===== config.mk =====
export PLATFORM = sky130hd
export DESIGN_NAME = set_key_ctrl
export DESIGN_NICKNAME = d
export VERILOG_FILES = /design/src/rtl/set_key_pkg.sv /design/src/rtl/key_debounce.sv /design/src/rtl/set_key_ctrl.sv
export SDC_FILE = /design/constraint.sdc
export NUM_CORES = 1
export LEC_CHECK = 0
export ABC_AREA = 1
export CORE_ASPECT_RATIO = 0.75
export CORE_UTILIZATION = 62
export DETAILED_ROUTE_END_ITERATION = 10
export HOLD_SLACK_MARGIN = 0.02
export PLACE_DENSITY_LB_ADDON = 0.08
export REMOVE_ABC_BUFFERS = 1
export SYNTH_ARGS = -nofsm -noshare
export SYNTH_HDL_FRONTEND = slang
export SYNTH_SLANG_ARGS = --single-unit

===== constraint.sdc =====
create_clock -name clk_50m -period 2.7 [get_ports clk_50m]
set_input_delay 0.405 -clock clk_50m [delete_from_list [all_inputs] [get_ports clk_50m]]
set_output_delay 0.405 -clock clk_50m [all_outputs]
set_load 0.005 [all_outputs]

===== src/rtl/set_key_pkg.sv =====
// set_key_pkg: set-mode state encoding, select codes and the mode-step and select-decode helpers shared by set_key_ctrl
package set_key_pkg;
  typedef enum logic [2:0] {
    IDLE     = 3'd0,
    CLK_HOUR = 3'd1,
    CLK_MIN  = 3'd2,
    ALM_HOUR = 3'd3,
    ALM_MIN  = 3'd4
  } state_e;
  localparam logic [1:0] SEL_NONE = 2'b00;
  localparam logic [1:0] SEL_HOUR = 2'b01;
  localparam logic [1:0] SEL_MIN  = 2'b10;
  function automatic state_e next_mode(input state_e s);
    return s == IDLE     ? CLK_HOUR :
           s == CLK_HOUR ? CLK_MIN  :
           s == CLK_MIN  ? ALM_HOUR :
           s == ALM_HOUR ? ALM_MIN  : IDLE;
  endfunction
  function automatic logic [1:0] clk_sel(input state_e s);
    return s == CLK_HOUR ? SEL_HOUR : s == CLK_MIN ? SEL_MIN : SEL_NONE;
  endfunction
  function automatic logic [1:0] alm_sel(input state_e s);
    return s == ALM_HOUR ? SEL_HOUR : s == ALM_MIN ? SEL_MIN : SEL_NONE;
  endfunction
endpackage


===== src/rtl/key_debounce.sv =====
// key_debounce: 2-flop sync + debounce of key_raw into key_level, one-cycle press on accepted rise; a key held through cr must be released before it can press
module key_debounce #(
  parameter int DEBOUNCE_CYCLES = 1_000_000
) (
  input  logic clk_50m,
  input  logic cr,
  input  logic key_raw,
  output logic key_level,
  output logic press
);
  localparam int CW = $clog2(DEBOUNCE_CYCLES + 1);
  logic [1:0]    sync_q, sync_d;
  logic [CW-1:0] cnt_q, cnt_d;
  logic          level_q, level_d;
  logic          armed_q, armed_d;
  logic          press_q, press_d;
  logic          flip;
  always_comb begin
    sync_d  = {sync_q[0], key_raw};
    flip    = (sync_q[1] != level_q) && (cnt_q == CW'(DEBOUNCE_CYCLES - 1));
    cnt_d   = (sync_q[1] == level_q || flip) ? '0 : cnt_q + 1'b1;
    level_d = flip ? ~level_q : level_q;
    armed_d = armed_q | ~sync_q[1];
    press_d = flip & ~level_q & armed_q;
  end
  always_ff @(posedge clk_50m) begin
    sync_q <= sync_d;
    if (!cr) begin
      cnt_q   <= '0;
      level_q <= 1'b0;
      armed_q <= 1'b0;
      press_q <= 1'b0;
    end else begin
      cnt_q   <= cnt_d;
      level_q <= level_d;
      armed_q <= armed_d;
      press_q <= press_d;
    end
  end
  assign key_level = level_q;
  assign press     = press_q;
endmodule


===== src/rtl/set_key_ctrl.sv =====
// set_key_ctrl: debounced mode/ok keys step the set-mode FSM; drives clock_set_select/alarm_set_select/set_active and a stretched confirm, with inactivity timeout to IDLE
module set_key_ctrl
  import set_key_pkg::*;
#(
  parameter int DEBOUNCE_CYCLES     = 1_000_000,
  parameter int CONFIRM_HOLD_CYCLES = 75_000_000,
  parameter int TIMEOUT_CYCLES      = 500_000_000
) (
  input  logic       clk_50m,
  input  logic       cr,
  input  logic       key_mode,
  input  logic       key_ok,
  output logic [1:0] clock_set_select,
  output logic [1:0] alarm_set_select,
  output logic       confirm,
  output logic       set_active
);
  localparam int HW = $clog2(CONFIRM_HOLD_CYCLES + 1);
  localparam int TW = $clog2(TIMEOUT_CYCLES + 1);
  logic          mode_level, mode_press, ok_level, ok_press, mode, ok;
  state_e        state_q, state_d;
  logic [HW-1:0] hold_q, hold_d;
  logic [TW-1:0] to_q, to_d;
  logic          conf_q, conf_d;
  logic [1:0]    csel_q, csel_d, asel_q, asel_d;
  logic          active_q, active_d;
  key_debounce #(.DEBOUNCE_CYCLES(DEBOUNCE_CYCLES)) u_mode (
    .clk_50m  (clk_50m),
    .cr       (cr),
    .key_raw  (key_mode),
    .key_level(mode_level),
    .press    (mode_press)
  );
  key_debounce #(.DEBOUNCE_CYCLES(DEBOUNCE_CYCLES)) u_ok (
    .clk_50m  (clk_50m),
    .cr       (cr),
    .key_raw  (key_ok),
    .key_level(ok_level),
    .press    (ok_press)
  );
  always_comb begin
    mode    = mode_press & mode_level;
    ok      = ok_press & ok_level;
    state_d = state_q;
    conf_d  = conf_q;
    hold_d  = hold_q;
    to_d    = (state_q == IDLE || mode || ok) ? '0 : to_q + 1'b1;
    if (mode) begin
      state_d = next_mode(state_q);
      conf_d  = 1'b0;
      hold_d  = '0;
    end else if (to_d == TW'(TIMEOUT_CYCLES)) begin
      state_d = IDLE;
      conf_d  = 1'b0;
      hold_d  = '0;
      to_d    = '0;
    end else if (conf_q) begin
      conf_d = hold_q != HW'(CONFIRM_HOLD_CYCLES);
      hold_d = conf_d ? hold_q + 1'b1 : '0;
    end else if (ok && state_q != IDLE) begin
      conf_d = 1'b1;
      hold_d = HW'(1);
    end
    csel_d   = clk_sel(state_d);
    asel_d   = alm_sel(state_d);
    active_d = state_d != IDLE;
  end
  always_ff @(posedge clk_50m) begin
    if (!cr) begin
      state_q  <= IDLE;
      hold_q   <= '0;
      to_q     <= '0;
      conf_q   <= 1'b0;
      csel_q   <= SEL_NONE;
      asel_q   <= SEL_NONE;
      active_q <= 1'b0;
    end else begin
      state_q  <= state_d;
      hold_q   <= hold_d;
      to_q     <= to_d;
      conf_q   <= conf_d;
      csel_q   <= csel_d;
      asel_q   <= asel_d;
      active_q <= active_d;
    end
  end
  assign clock_set_select = csel_q;
  assign alarm_set_select = asel_q;
  assign confirm          = conf_q;
  assign set_active       = active_q;
endmodule


==> metrics.md <==
| Metric | Value |
|---|---|
| Outcome | `complete, no violations` |
| WS Path Type | `reg -> reg` |
| Detail Route Antenna Nets | `0` |
| Fraction of layout cells with a size suffix above 1 | `7.90%` |
| Compound-Gate Fraction of Synth Area | `9.44%` |
| Flop and latch count out of synthesis | `115` |
| First-pass GRT wire length | `22.5 mm` |
| Fmax | `0.397 GHz` |
| DRC | `0` |
| Worst Tran Pin Value | `0.751 ns` |
| Yosys synthesis warning count | `0` |
| Non-filler instance count after layout | `1,014` |
| Clock Pin Slew Worst Setup and Hold Paths | `0.06 ns` |
| Net switching power | `884 uW` |
| Clock skew | `0.0118 ns` |
| Gate Count Post-Synth | `852` |
| Pin count of the biggest net entering global routing | `42` |
| Final setup violation count | `0` |
| Aggregate routed wire length | `13.7 mm` |
| Die ar. | `9690 um^2` |
| Synth-to-Final Area Change | `15.3%` |
| Initial Util | `63.7%` |
| Synth Area in Adders | `1.09%` |
| CTS tree | `done` |
| Slowest-stage cell, CP | `dfxtp_1` |
| Simple-gate portion of the synthesized area | `38.6%` |
| Mean area per synthesized cell | `6.77 um^2` |
| Clk network pwr share | `58.0%` |
| Root buf cell | `clkbuf_16` |
| Sw Ratio | `21.0%` |
| Antenna cells | `0` |
| Via density | `5.53` |
| Pleak | `0.00237 uW` |
| Final Hold Vio Count | `0` |
| Vias in the first global route | `5,076` |
| Core box area | `9050 um^2` |
| Fill count | `734` |
| Aggregate global-route resource usage | `29.4%` |
| Design area | `6650 um^2` |
| Setup crit start kind | `register` |
| H-tree levels | `4` |
| Cell area power density | `634 nW/um^2` |
| Worst VDD drop | `0.000503 V` |
| CP Cell Sequence | `ha_1 -> nand2_1 -> inv_1 -> nand2_1 -> nor2_1 -> nand2_1 -> nor3_1 -> nand2_1 -> nor2_1 -> nand4_1 -> nor2_1 -> nand2_1 -> nor3_1 -> nor3_1` |
| Dpl hpwl | `9.29 mm` |
| Initial DRC Count | `496` |
| Initial antenna violation count | `0` |
| Num rows | `30` |
| Setup TNS | `0 ns` |
| Ports | `10` |
| Largest family of logic cells by synthesized area | `simple AND/OR/NAND/NOR gates` |
| Hold Crit Class | `reg -> reg` |
| Data required time of the worst path | `2.99 ns` |
| Max Buffers Root-to-Sink | `2` |
| Crit path DAT | `2.81 ns` |
| Chip width | `113 um` |
| Final period utilization | `93.3%` |
| Synth cell types | `39` |
| Sequential share of power | `40.6%` |
| WL per Instance | `13.5 um` |
| Seq/Total Area, Yosys | `39.9%` |
| Final estimated routing congestion in global placement | `0.888` |
| Most used cell, CP | `nand2_1` |
| Final core occ | `73.5%` |
| Placed Cells incl. Taps | `981` |
| Die height | `85.5 um` |
| Worst-Skew Late Latency | `0.42 ns` |
| Routed vias | `5,605` |
| Post-CTS Setup Repair Bufs | `0` |
| Internal cell power | `3330 uW` |
| Worst slew margin | `49.7%` |
| Clock sink count | `115` |
| Total power | `4210 uW` |
| DRT Pass-1 Iters | `5` |
| XOR/XNOR share of the synthesized area | `2.13%` |
| CP Max Fanout | `4` |
| Worst path max stage delay | `0.34 ns` |
| Mapped Area | `5760 um^2` |
| Nets | `882` |
| Min Tclk post-route | `2.52 ns` |
| Mux share of post-synthesis cell area | `0%` |
| Hold Buf Count CTS | `0` |
| Unrepaired setup endpoints after global routing | `no` |
| CP endpoint kind | `register` |
| Final slew viol count | `0` |
| Grt total ovfl | `0` |
| Num CTS Buffers | `17` |
| DP Area | `5980 um^2` |
| Comb pwr share | `1.3%` |
| Port buffer count | `9` |
| Max-Cap Viols | `0` |
==> registers in the layout, indices dropped and copies added (netlist names), 2 cells and up <==
register and cells:
u_ok.sync_q 2, clock_set_select 2, u_ok.cnt_q 20, alarm_set_select 2, u_mode.cnt_q 20, hold_q 27, to_q 29, u_mode.sync_q 2
state_q 3
==> power groups by stage <==
stage / clock [uW] / sequential, uW / combinational, uW
2_1_floorplan: 0 / 1750 / 28.7
3_3_place_gp: 0 / 1750 / 50.6
3_5_place_dp: 0 / 1750 / 52.3
4_1_cts: 2470 / 1710 / 52.7
5_1_grt: 2540 / 1710 / 62.4
6_report: 2440 / 1710 / 56.6
==> worst max-delay path: cells and delay by family (launching register included) <==
| kind | cells | cell delay (ns) |
|---|---|---|
| fa+ha+maj | 1 | 0.19 |
| simple gates | 12 | 1.77 |
| buf+inv | 1 | 0.08 |
| flops | 1 | 0.34 |
==> stage by stage <==
step / setup WS [ns] / hold slack, ns
after detailed placement: 0.0999 / 0.318
after global placement: 0.233 / 0.310
after global routing: 0.000459 / 0.337
after CTS: 0.0744 / 0.329
after floorplan: 0.407 / 0.310
final: 0.181 / 0.324
==> cell type report <==
| cell class | instances | area [um^2] | area share (%) |
|---|---|---|---|
| timing repair buffer | 17 | 150 | 2.26 |
| multi-input combinational | 611 | 2970 | 44.7 |
| tap | 128 | 160 | 2.41 |
| sequential | 115 | 2300 | 34.6 |
| clock buffer | 19 | 453 | 6.81 |
| clock inverter | 13 | 195 | 2.94 |
| inverter | 111 | 417 | 6.27 |
==> Yosys cell counts (all sizes together) <==
library cell | count | area share (%)
clkbuf | 8 | 0.52
a211oi | 1 | 0.13
a22oi | 5 | 0.65
or2 | 1 | 0.11
o21bai | 2 | 0.26
nand4 | 21 | 2.3
o22ai | 2 | 0.22
o21a | 5 | 0.65
o221ai | 2 | 0.30
and3 | 2 | 0.22
a21o | 2 | 0.26
inv | 111 | 7.2
nor3b | 6 | 0.78
a31oi | 3 | 0.33
o31ai | 1 | 0.13
a21oi | 47 | 4.2
buf | 8 | 1.1
xnor2 | 7 | 1.1
a32oi | 1 | 0.15
o21ai | 23 | 2.0
nor4 | 7 | 0.76
nand3 | 58 | 5.3
nand2 | 190 | 13
a31o | 1 | 0.15
dfxtp | 115 | 40
nor3 | 58 | 5.6
nand3b | 2 | 0.26
xor2 | 7 | 1.1
ha | 5 | 1.1
nor2 | 151 | 11
==> cells in the final DEF (no fill, tap or decap), types with 3 or more instances in the layout <==
cell type	netlist	final
xnor2_1	7	7
nand2_1	186	186
nor3_2	7	7
a22oi_1	5	5
inv_6	0	4
bufinv_16	0	4
clkdlybuf4s50_1	0	9
dfxtp_1	115	115
ha_1	5	5
clkbuf_16	0	17
inv_1	110	110
a21oi_1	45	45
nor4_1	7	7
nand2_2	4	4
nor3b_1	6	6
o21a_1	5	5
xor2_1	7	7
clkinvlp_4	0	3
nor2_2	8	8
o21ai_0	23	23
nor2_1	139	139
nand4_1	21	21
a31oi_1	3	3
buf_4	2	8
nor3_1	51	51
nand3_1	57	57
nor2_4	4	4
==> layer usage <==
metal,wire length [um],part of all wire (%),track usage (%)
met1,6330,46,37.9
met2,6240,46,47.7
met3,854,6.2,6.29
met4,282,2.1,13.3
met5,0,0,0
==> timing repair <==
| action | CTS | global route |
|---|---|---|
| hold endpoints to repair | 0 | 0 |
| resized for setup | 0 | 1 |
| setup endpoints to repair | 0 | 41 |
==> worst paths after layout <==
kind | startpoint | to | slack [ns] | depth (start not counted)
worst max-delay path | u_mode.cnt_q[0] | u_mode.cnt_q[18] | 0.18 | 14
worst min-delay path | u_ok.sync_q[0] | u_ok.sync_q[1] | 0.32 | 0
worst max register to register | u_mode.cnt_q[0] | u_mode.cnt_q[18] | 0.18 | 14
worst min register to register | u_ok.sync_q[0] | u_ok.sync_q[1] | 0.32 | 0
==> logic make-up after synthesis <==
| group | Yosys count |
|---|---|
| DFF | 115 |
| adders and majority gates | 5 |
| buffers and inverters | 127 |
| and+or+nand+nor | 496 |
| AOI/OAI and AO/OA | 95 |
| xor gates and xnor gates | 14 |
No activity file was read; power rests on OpenSTA's default activity.
